===== src/rtl/grid_renderer.sv =====
// grid_renderer: walks the game grid row-major after each enemy update pass
// and paints every cell as a 4x4 pixel block into the VGA frame buffer.
// The grid is only read; the address is held from READ through ADVANCE so
// the registered RAM read always sees a stable address.
module grid_renderer #(
  parameter int GRID_W = 40,
  parameter int GRID_H = 30
) (
  input  logic       clock,
  input  logic       reset,
  input  logic       start,
  output logic       done,
  output logic       busy,
  output logic [5:0] grid_x,
  output logic [4:0] grid_y,
  input  logic [2:0] grid_out,
  output logic [7:0] vga_x,
  output logic [6:0] vga_y,
  output logic [2:0] vga_colour,
  output logic       vga_plot
);

  typedef enum logic [2:0] {
    S_IDLE, S_READ, S_LATCH, S_DRAW, S_ADVANCE, S_DONE
  } state_t;

  state_t     r_state, w_state_nxt;
  logic [5:0] r_cell_x, w_cell_x_nxt;
  logic [4:0] r_cell_y, w_cell_y_nxt;
  logic [1:0] r_px, w_px_nxt;
  logic [1:0] r_py, w_py_nxt;
  logic [2:0] r_colour, w_colour_nxt;
  logic       w_last_x, w_last_y;
  logic [2:0] w_map;

  assign w_last_x = (r_cell_x == 6'(GRID_W - 1));
  assign w_last_y = (r_cell_y == 5'(GRID_H - 1));

  // Cell contents to {R,G,B}; codes 5..7 are illegal and shown magenta.
  always_comb begin
    w_map = 3'b101;
    case (grid_out)
      3'd0: w_map = 3'b000;
      3'd1: w_map = 3'b111;
      3'd2: w_map = 3'b010;
      3'd3: w_map = 3'b110;
      3'd4: w_map = 3'b100;
      default: w_map = 3'b101;
    endcase
  end

  // State, cell/pixel counters and colour register.
  always_ff @(posedge clock or posedge reset) begin
    if (reset) begin
      r_state  <= S_IDLE;
      r_cell_x <= '0;
      r_cell_y <= '0;
      r_px     <= '0;
      r_py     <= '0;
      r_colour <= '0;
    end else begin
      r_state  <= w_state_nxt;
      r_cell_x <= w_cell_x_nxt;
      r_cell_y <= w_cell_y_nxt;
      r_px     <= w_px_nxt;
      r_py     <= w_py_nxt;
      r_colour <= w_colour_nxt;
    end
  end

  // Next-state, counter updates and state-decoded strobes.
  always_comb begin
    w_state_nxt  = r_state;
    w_cell_x_nxt = r_cell_x;
    w_cell_y_nxt = r_cell_y;
    w_px_nxt     = r_px;
    w_py_nxt     = r_py;
    w_colour_nxt = r_colour;
    busy         = 1'b1;
    done         = 1'b0;
    vga_plot     = 1'b0;
    case (r_state)
      S_IDLE: begin
        busy = 1'b0;
        if (start) w_state_nxt = S_READ;
      end
      // Address is on grid_x/grid_y; RAM registers it at the end of this cycle.
      S_READ: w_state_nxt = S_LATCH;
      S_LATCH: begin
        w_colour_nxt = w_map;
        w_px_nxt     = '0;
        w_py_nxt     = '0;
        w_state_nxt  = S_DRAW;
      end
      // 2-bit px/py wrap naturally, leaving both at 0 after the 16th pixel.
      S_DRAW: begin
        vga_plot = 1'b1;
        w_px_nxt = r_px + 2'd1;
        if (r_px == 2'd3) w_py_nxt = r_py + 2'd1;
        if (r_px == 2'd3 && r_py == 2'd3) w_state_nxt = S_ADVANCE;
      end
      S_ADVANCE: begin
        if (w_last_x && w_last_y) begin
          w_state_nxt = S_DONE;
        end else if (w_last_x) begin
          w_cell_x_nxt = '0;
          w_cell_y_nxt = r_cell_y + 5'd1;
          w_state_nxt  = S_READ;
        end else begin
          w_cell_x_nxt = r_cell_x + 6'd1;
          w_state_nxt  = S_READ;
        end
      end
      S_DONE: begin
        done         = 1'b1;
        w_cell_x_nxt = '0;
        w_cell_y_nxt = '0;
        w_px_nxt     = '0;
        w_py_nxt     = '0;
        w_state_nxt  = S_IDLE;
      end
      default: w_state_nxt = S_IDLE;
    endcase
  end

  assign grid_x     = r_cell_x;
  assign grid_y     = r_cell_y;
  assign vga_x      = {r_cell_x, r_px};
  assign vga_y      = {r_cell_y, r_py};
  assign vga_colour = r_colour;

endmodule


===== config.mk =====
export PLATFORM = sky130hd
export DESIGN_NAME = grid_renderer
export DESIGN_NICKNAME = d
export VERILOG_FILES = /design/src/rtl/grid_renderer.sv
export SDC_FILE = /design/constraint.sdc
export NUM_CORES = 1
export LEC_CHECK = 0
export CORE_MARGIN = 4
export CORE_UTILIZATION = 50
export CTS_BUF_LIST = sky130_fd_sc_hd__clkbuf_16
export DETAILED_ROUTE_END_ITERATION = 7
export DONT_BUFFER_PORTS = 1
export HOLD_SLACK_MARGIN = 0.02
export PLACE_DENSITY = 0.64
export SLEW_MARGIN = 10
export SYNTH_ARGS = -nofsm -noshare
export SYNTH_HDL_FRONTEND = slang
export SYNTH_SLANG_ARGS = --single-unit

===== constraint.sdc =====
create_clock -name clock -period 4.3 [get_ports clock]
set_input_delay 0.645 -clock clock [delete_from_list [all_inputs] [get_ports clock]]
set_output_delay 0.645 -clock clock [all_outputs]
set_load 0.01 [all_outputs]

==> metrics, run 1 <==
worst slew pin tran 814 ps; Worst EP required 3650 ps; DRT Wirelength 2190 µm; HPWL Detailed 1590 µm; pin count of the biggest net entering global routing 22; Starting Density 53.1%; initial drt markers 23; Final min period 2060 ps; Final #Nets 124; Hold Fails Final Rpt 0; Synth Warn # 0; Ports 38; Seq pwr share 47.2%; synthesized area per cell 9.57 µm²; Mapped Area 1190 µm²; Sum Neg Setup Slack 0 ps; std cell rows 17; Finish-stage setup viols 0; worst vdd ir 0.287 mV; GRT Residual Overflow 0; postcts setup bufs 0; Routed Antenna Nets 0; Hold WC Path Type input port to asynchronous set/reset pin; Gates resized, CTS repair 0; PortBufs 0; clk_lat worst skew 250 ps; Vias/cell 5.97; period utilization 47.9%; maxcap violations 0; Net Sw Frac 31.5%; Switch Pwr 0.199 mW; hold buffer count at cts 0; Sink Count 21; critical-path maximum fanout 11; synth unique cells 36; ant diodes 0; share of cells above drive strength 1 8.04%; die area 3220 µm²; RD Place Congestion 0.725; fmax 485 MHz; cell-internal power 0.433 mW; htree depth 1; CP endpoint kind output port; Clock Power Share 30.5%; first drt pass iteration count 4; Area contributors post-synth dfrtp_1 44%, buf_4 7.0%, ha_1 5.3%; area grow syn2layout 0.949%; Worst Setup Start Kind register; Power Density 527 nW/µm²; leakage power 0.526 nW; CTS max path bufs 2; Post-route DRC 0; status finished clean; flop-to-flop setup slack 2240 ps; placeable core region 2230 µm²; sequential area share after synthesis 44.3%; Root Buffer clkbuf_16; GRT Total Usage 14.5%; first-pass GRT wire length 3660 µm; post-layout util 53.6%; slew margin rel. 45.7%; Syn Nets 135; Die W 56.7 µm; Max Transition Viols Final 0; final clock skew 5.17 ps; RSZ-0062 raised after global routing false; vias in the first global route 768; post-route insts no fill 140; routed len/inst 15.6 µm; chip height 56.7 µm; TritonCTS clock tree built; Yosys top cell area share 44.3%; kind of critical path register to output port; Worst EP arrival 1420 ps; Synth area leader dfrtp_1; clock slew at reported path FFs 60 ps; initial antenna violation count 0; Vias 836; Logic pwr share 22.3%; total CTS buffers 3; Inst Count DP 136; cells after synthesis 124; post-synthesis sequential element count 21
-- power groups by stage --
| stage | clock (mW) | sequential (mW) | combinational, mW |
|---|---|---|---|
| after floorplan | 0 | 0.281 | 0.139 |
| after global placement | 0 | 0.301 | 0.140 |
| after detailed placement | 0 | 0.303 | 0.143 |
| after CTS | 0.199 | 0.299 | 0.143 |
| after global routing | 0.206 | 0.308 | 0.160 |
| final | 0.193 | 0.298 | 0.141 |
-- area by class of cell --
type,count,area [µm²]
clock buffers,3,75.1
clock inverters,1,3.75
fillers,215,1040
inverters,5,18.8
multi-input cells,82,539
flip-flops and latches,21,526
well taps,28,35.0
-- cell families after synthesis --
kind of cell,count (synthesis),share of synthesized area (%)
multiplexers,4,3.69
flip-flops,21,44.3
XOR/XNOR,1,0.739
AND/OR/NAND/NOR,41,19.2
AO/OA/AOI/OAI,31,16.6
buffers and inverters,21,10.2
adder cells (fa/ha/maj),5,5.27
-- state kept, by name, summed over array words and instances, names as in the netlist --
register and count:
vga_colour 3, grid_y 5, r_py 2, r_state 3
r_px 2, grid_x 6
-- through the flow --
stage | worst slack [ps] | hold WS, ps | power [mW] | instance area (µm²)
floorplan | 2590 | 548 | 0.419 | 1190
global placement | 2330 | 575 | 0.441 | 1120
detailed placement | 2280 | 577 | 0.446 | 1120
CTS | 2240 | 462 | 0.642 | 1200
global route | 2070 | 504 | 0.674 | 1200
finish | 2240 | 437 | 0.632 | 1200
-- path summary, 6_finish.rpt --
| check | startpoint | to | cells past startpoint |
|---|---|---|---|
| hold reg to reg | vga_colour[1]$_DFFE_PP0N_ | vga_colour[1]$_DFFE_PP0N_ | 1 |
| setup reg to reg | grid_x[1]$_DFFE_PP0P_ | grid_y[3]$_DFFE_PP0P_ | 5 |
| min in group clock | grid_out[2] | vga_colour[2]$_DFFE_PP0N_ | 2 |
| hold / removal | reset | r_state[2]$_DFFE_PP0P_ | 1 |
| max in group asynchronous | reset | grid_x[0]$_DFFE_PP0P_ | 1 |
| setup / recovery | r_state[2]$_DFFE_PP0P_ | done | 3 |
-- layout by cell type, fill, tap and decap left out, types with 2 or more instances in the layout --
cell	synthesis	layout
or3_1	3	3
inv_1	5	6
a21oi_1	8	8
a22o_1	4	4
o21ai_0	10	10
nand3_1	6	6
nor3_1	4	4
nor2_1	8	8
nand2_1	7	7
nor2b_1	3	3
clkbuf_16	0	3
mux2_2	3	3
and4_1	2	2
dfrtp_1	21	21
ha_1	5	5
-- layer usage --
| metal | routed length (µm) | global-route usage (%) | vias up |
|---|---|---|---|
| met4 | 57 | 9.15 | 0 |
| met5 | 0 | 0 | - |
| met2 | 934 | 21.6 | 32 |
| met3 | 164 | 3.91 | 5 |
| li1 | - | - | 406 |
| met1 | 1030 | 18.2 | 393 |
-- worst max-delay path, cell delays in order (launching register included) --
cell and delay [ps]:
dfrtp_1 490, nor2b_1 320, nand2_1 120, inv_1 230
-- Yosys cell counts --
library cell	number
dfrtp_1	21
buf_4	11
o21ai_0	10
a21oi_1	8
nor2_1	8
nand2_1	7
nand3_1	6
ha_1	5
inv_1	5
a22o_1	4
clkbuf_1	4
nor3_1	4
mux2_2	3
nor2b_1	3
or3_1	3
and4_1	2
a21boi_0	1
a31oi_1	1
a32o_1	1
a41oi_1	1
and2_0	1
and2_1	1
and3_1	1
and4bb_2	1
buf_2	1
mux2i_1	1
nand2b_1	1
nand4bb_1	1
o211ai_1	1
o21a_1	1
o21bai_1	1
o31a_1	1
o31ai_1	1
or2_2	1
or3b_4	1
xor2_1	1
Note: power is estimated with default switching activity, not from simulation.
==> run 2: changes to the inputs <==
--- a/config.mk
+++ b/config.mk
@@ -11,7 +11,7 @@
 export DETAILED_ROUTE_END_ITERATION = 7
 export DONT_BUFFER_PORTS = 1
 export HOLD_SLACK_MARGIN = 0.02
-export PLACE_DENSITY = 0.64
+export PLACE_DENSITY = 0.67
 export SLEW_MARGIN = 10
 export SYNTH_ARGS = -nofsm -noshare
 export SYNTH_HDL_FRONTEND = slang
==> constraint.sdc (replaced) <==
create_clock -name clock -period 1.72 [get_ports clock]
set_input_delay 0.258 -clock clock [delete_from_list [all_inputs] [get_ports clock]]
set_output_delay 0.258 -clock clock [all_outputs]
set_load 0.01 [all_outputs]
==> metrics, run 2 (synthesized netlist as in run 1, its figures left out) <==
status finished clean; vias in the first global route 855; Worst EP required 1900 ps; share of cells above drive strength 1 22.7%; DRT Wirelength 2350 µm; Hold Fails Final Rpt 0; initial drt markers 32; worst vdd ir 0.933 mV; Multi-input gate area 558 µm²; final clock skew 1.59 ps; placeable core region 2230 µm²; Post-route DRC 0; clock slew at reported path FFs 60 ps; critical-path maximum fanout 7; Final #Nets 144; most frequent cells in the layout 21 x dfrtp_1, 19 x buf_4, 10 x o21ai_0, 8 x nor2_1, 8 x a21oi_1; Max Transition Viols Final 0; Ports 38; clk_lat worst skew 250 ps; Hold WC Path Type input port to register; Die W 56.7 µm; Worst EP arrival 1760 ps; Sink Count 21; total power draw 1.63 mW; postcts setup bufs 0; Root Buffer clkbuf_16; GRT Total Usage 15.8%; CP max stage cell dfrtp_1; std cell rows 17; first drt pass iteration count 4; first-pass GRT wire length 4000 µm; htree depth 1; register area 526 µm²; TritonCTS clock tree built; RD Place Congestion 0.749; Vias/cell 5.81; HPWL Detailed 1730 µm; area grow syn2layout 15.4%; period utilization 92.1%; Worst Setup Start Kind register; kind of critical path register to register; worst path bufs/invs 0; Sum Neg Setup Slack 0 ps; slew margin rel. 82.7%; PortBufs 0; Final min period 1580 ps; worst slew pin tran 256 ps; ant diodes 0; critical path, cell by cell ha_1 > and4_1 > nand4bb_4 > or3_1 > a21oi_1; Routed Antenna Nets 0; number of flip-flops in the largest register 6; delay-heaviest family, CP simple AND/OR/NAND/NOR gates; initial antenna violation count 0; CTS max path bufs 2; fillers 193; fmax 631 MHz; die area 3220 µm²; pin count of the biggest net entering global routing 22; GRT Residual Overflow 0; RSZ-0062 raised after global routing false; maxcap violations 0; CP endpoint kind register; Power Density 1190 nW/µm²; Starting Density 53.1%; Finish-stage setup viols 0; leakage power 0.629 nW; commonest non-fill, non-tap cell in the layout dfrtp_1; chip height 56.7 µm; routed len/inst 14.7 µm; total CTS buffers 3; Vias 930; Crit path largest cell delay 380 ps
run 2: cell count changes in the layout (fill, tap and decap cells not counted), sizes merged:
cell         before  now
buf               0   19
dlygate4sd3       0    1
run 2: worst paths after layout:
check                                      start                   endpoint  slack (ps)  cells past startpoint
setup reg to reg           grid_y[0]$_DFFE_PP0P_      grid_y[2]$_DFFE_PP0P_         140                      5
min in group asynchronous                  reset     r_state[1]$_DFFE_PP0P_         470                      3
setup / recovery           grid_y[0]$_DFFE_PP0P_      grid_y[2]$_DFFE_PP0P_         140                      5
hold reg to reg              r_py[1]$_DFFE_PP0P_        r_py[1]$_DFFE_PP0P_         590                      1
hold / removal                       grid_out[2]  vga_colour[2]$_DFFE_PP0N_         180                      2
max in group asynchronous                  reset      grid_x[1]$_DFFE_PP0P_        1040                      3
run 2: metal layers:
metal  track usage, %  vias to the layer above  part of all wire [%]
met5                0                        -                     0
met4             8.14                        0                   2.0
met3             4.83                        6                   5.6
met2             24.1                       29                    48
met1             20.0                      452                    45
li1                 -                      443                     -
run 2: per-stage QoR:
| stage | utilization, % | hold slack (ps) | setup slack [ps] | instance area (µm²) | instances |
|---|---|---|---|---|---|
| floorplan | - | 235 | 12.4 | 1190 | 124 |
| global route | 61.3 | 188 | 38.2 | 1370 | 160 |
| CTS | 60.4 | 176 | 16.7 | 1350 | 160 |
| detailed placement | 56.5 | 200 | 32.6 | 1260 | 155 |
| global placement | 56.5 | 195 | 64.7 | 1260 | 155 |
| finish | 61.3 | 182 | 136 | 1370 | 160 |
run 2: where the power goes:
part           switching [mW]  internal, mW
Combinational           0.229         0.205
Sequential              0.113         0.595
Clock                   0.175         0.310
run 2: area by class of cell:
type                       instances  area share [%]
clock buffer                       3            5.48
clock inverter                     1           0.274
inverter                           5            1.37
multi-input combinational         82            40.8
sequential                        21            38.4
tap                               28            2.56
timing repair buffer              20            11.2
run 2: repair_timing:
action,4_1_cts,5_1_grt
hold buffers,1,0
hold endpoints to repair,21,0
resized for setup,0,3
setup endpoints to repair,0,6
==> run 3: changes to the inputs <==
--- a/config.mk
+++ b/config.mk
@@ -10,6 +10,7 @@
 export CTS_BUF_LIST = sky130_fd_sc_hd__clkbuf_16
 export DETAILED_ROUTE_END_ITERATION = 7
 export DONT_BUFFER_PORTS = 1
+export GPL_ROUTABILITY_DRIVEN = 0
 export HOLD_SLACK_MARGIN = 0.02
 export PLACE_DENSITY = 0.67
 export SLEW_MARGIN = 10
==> results of run 3 <==
Same layout as run 2: the final DEF is identical, and so are final timing and power.
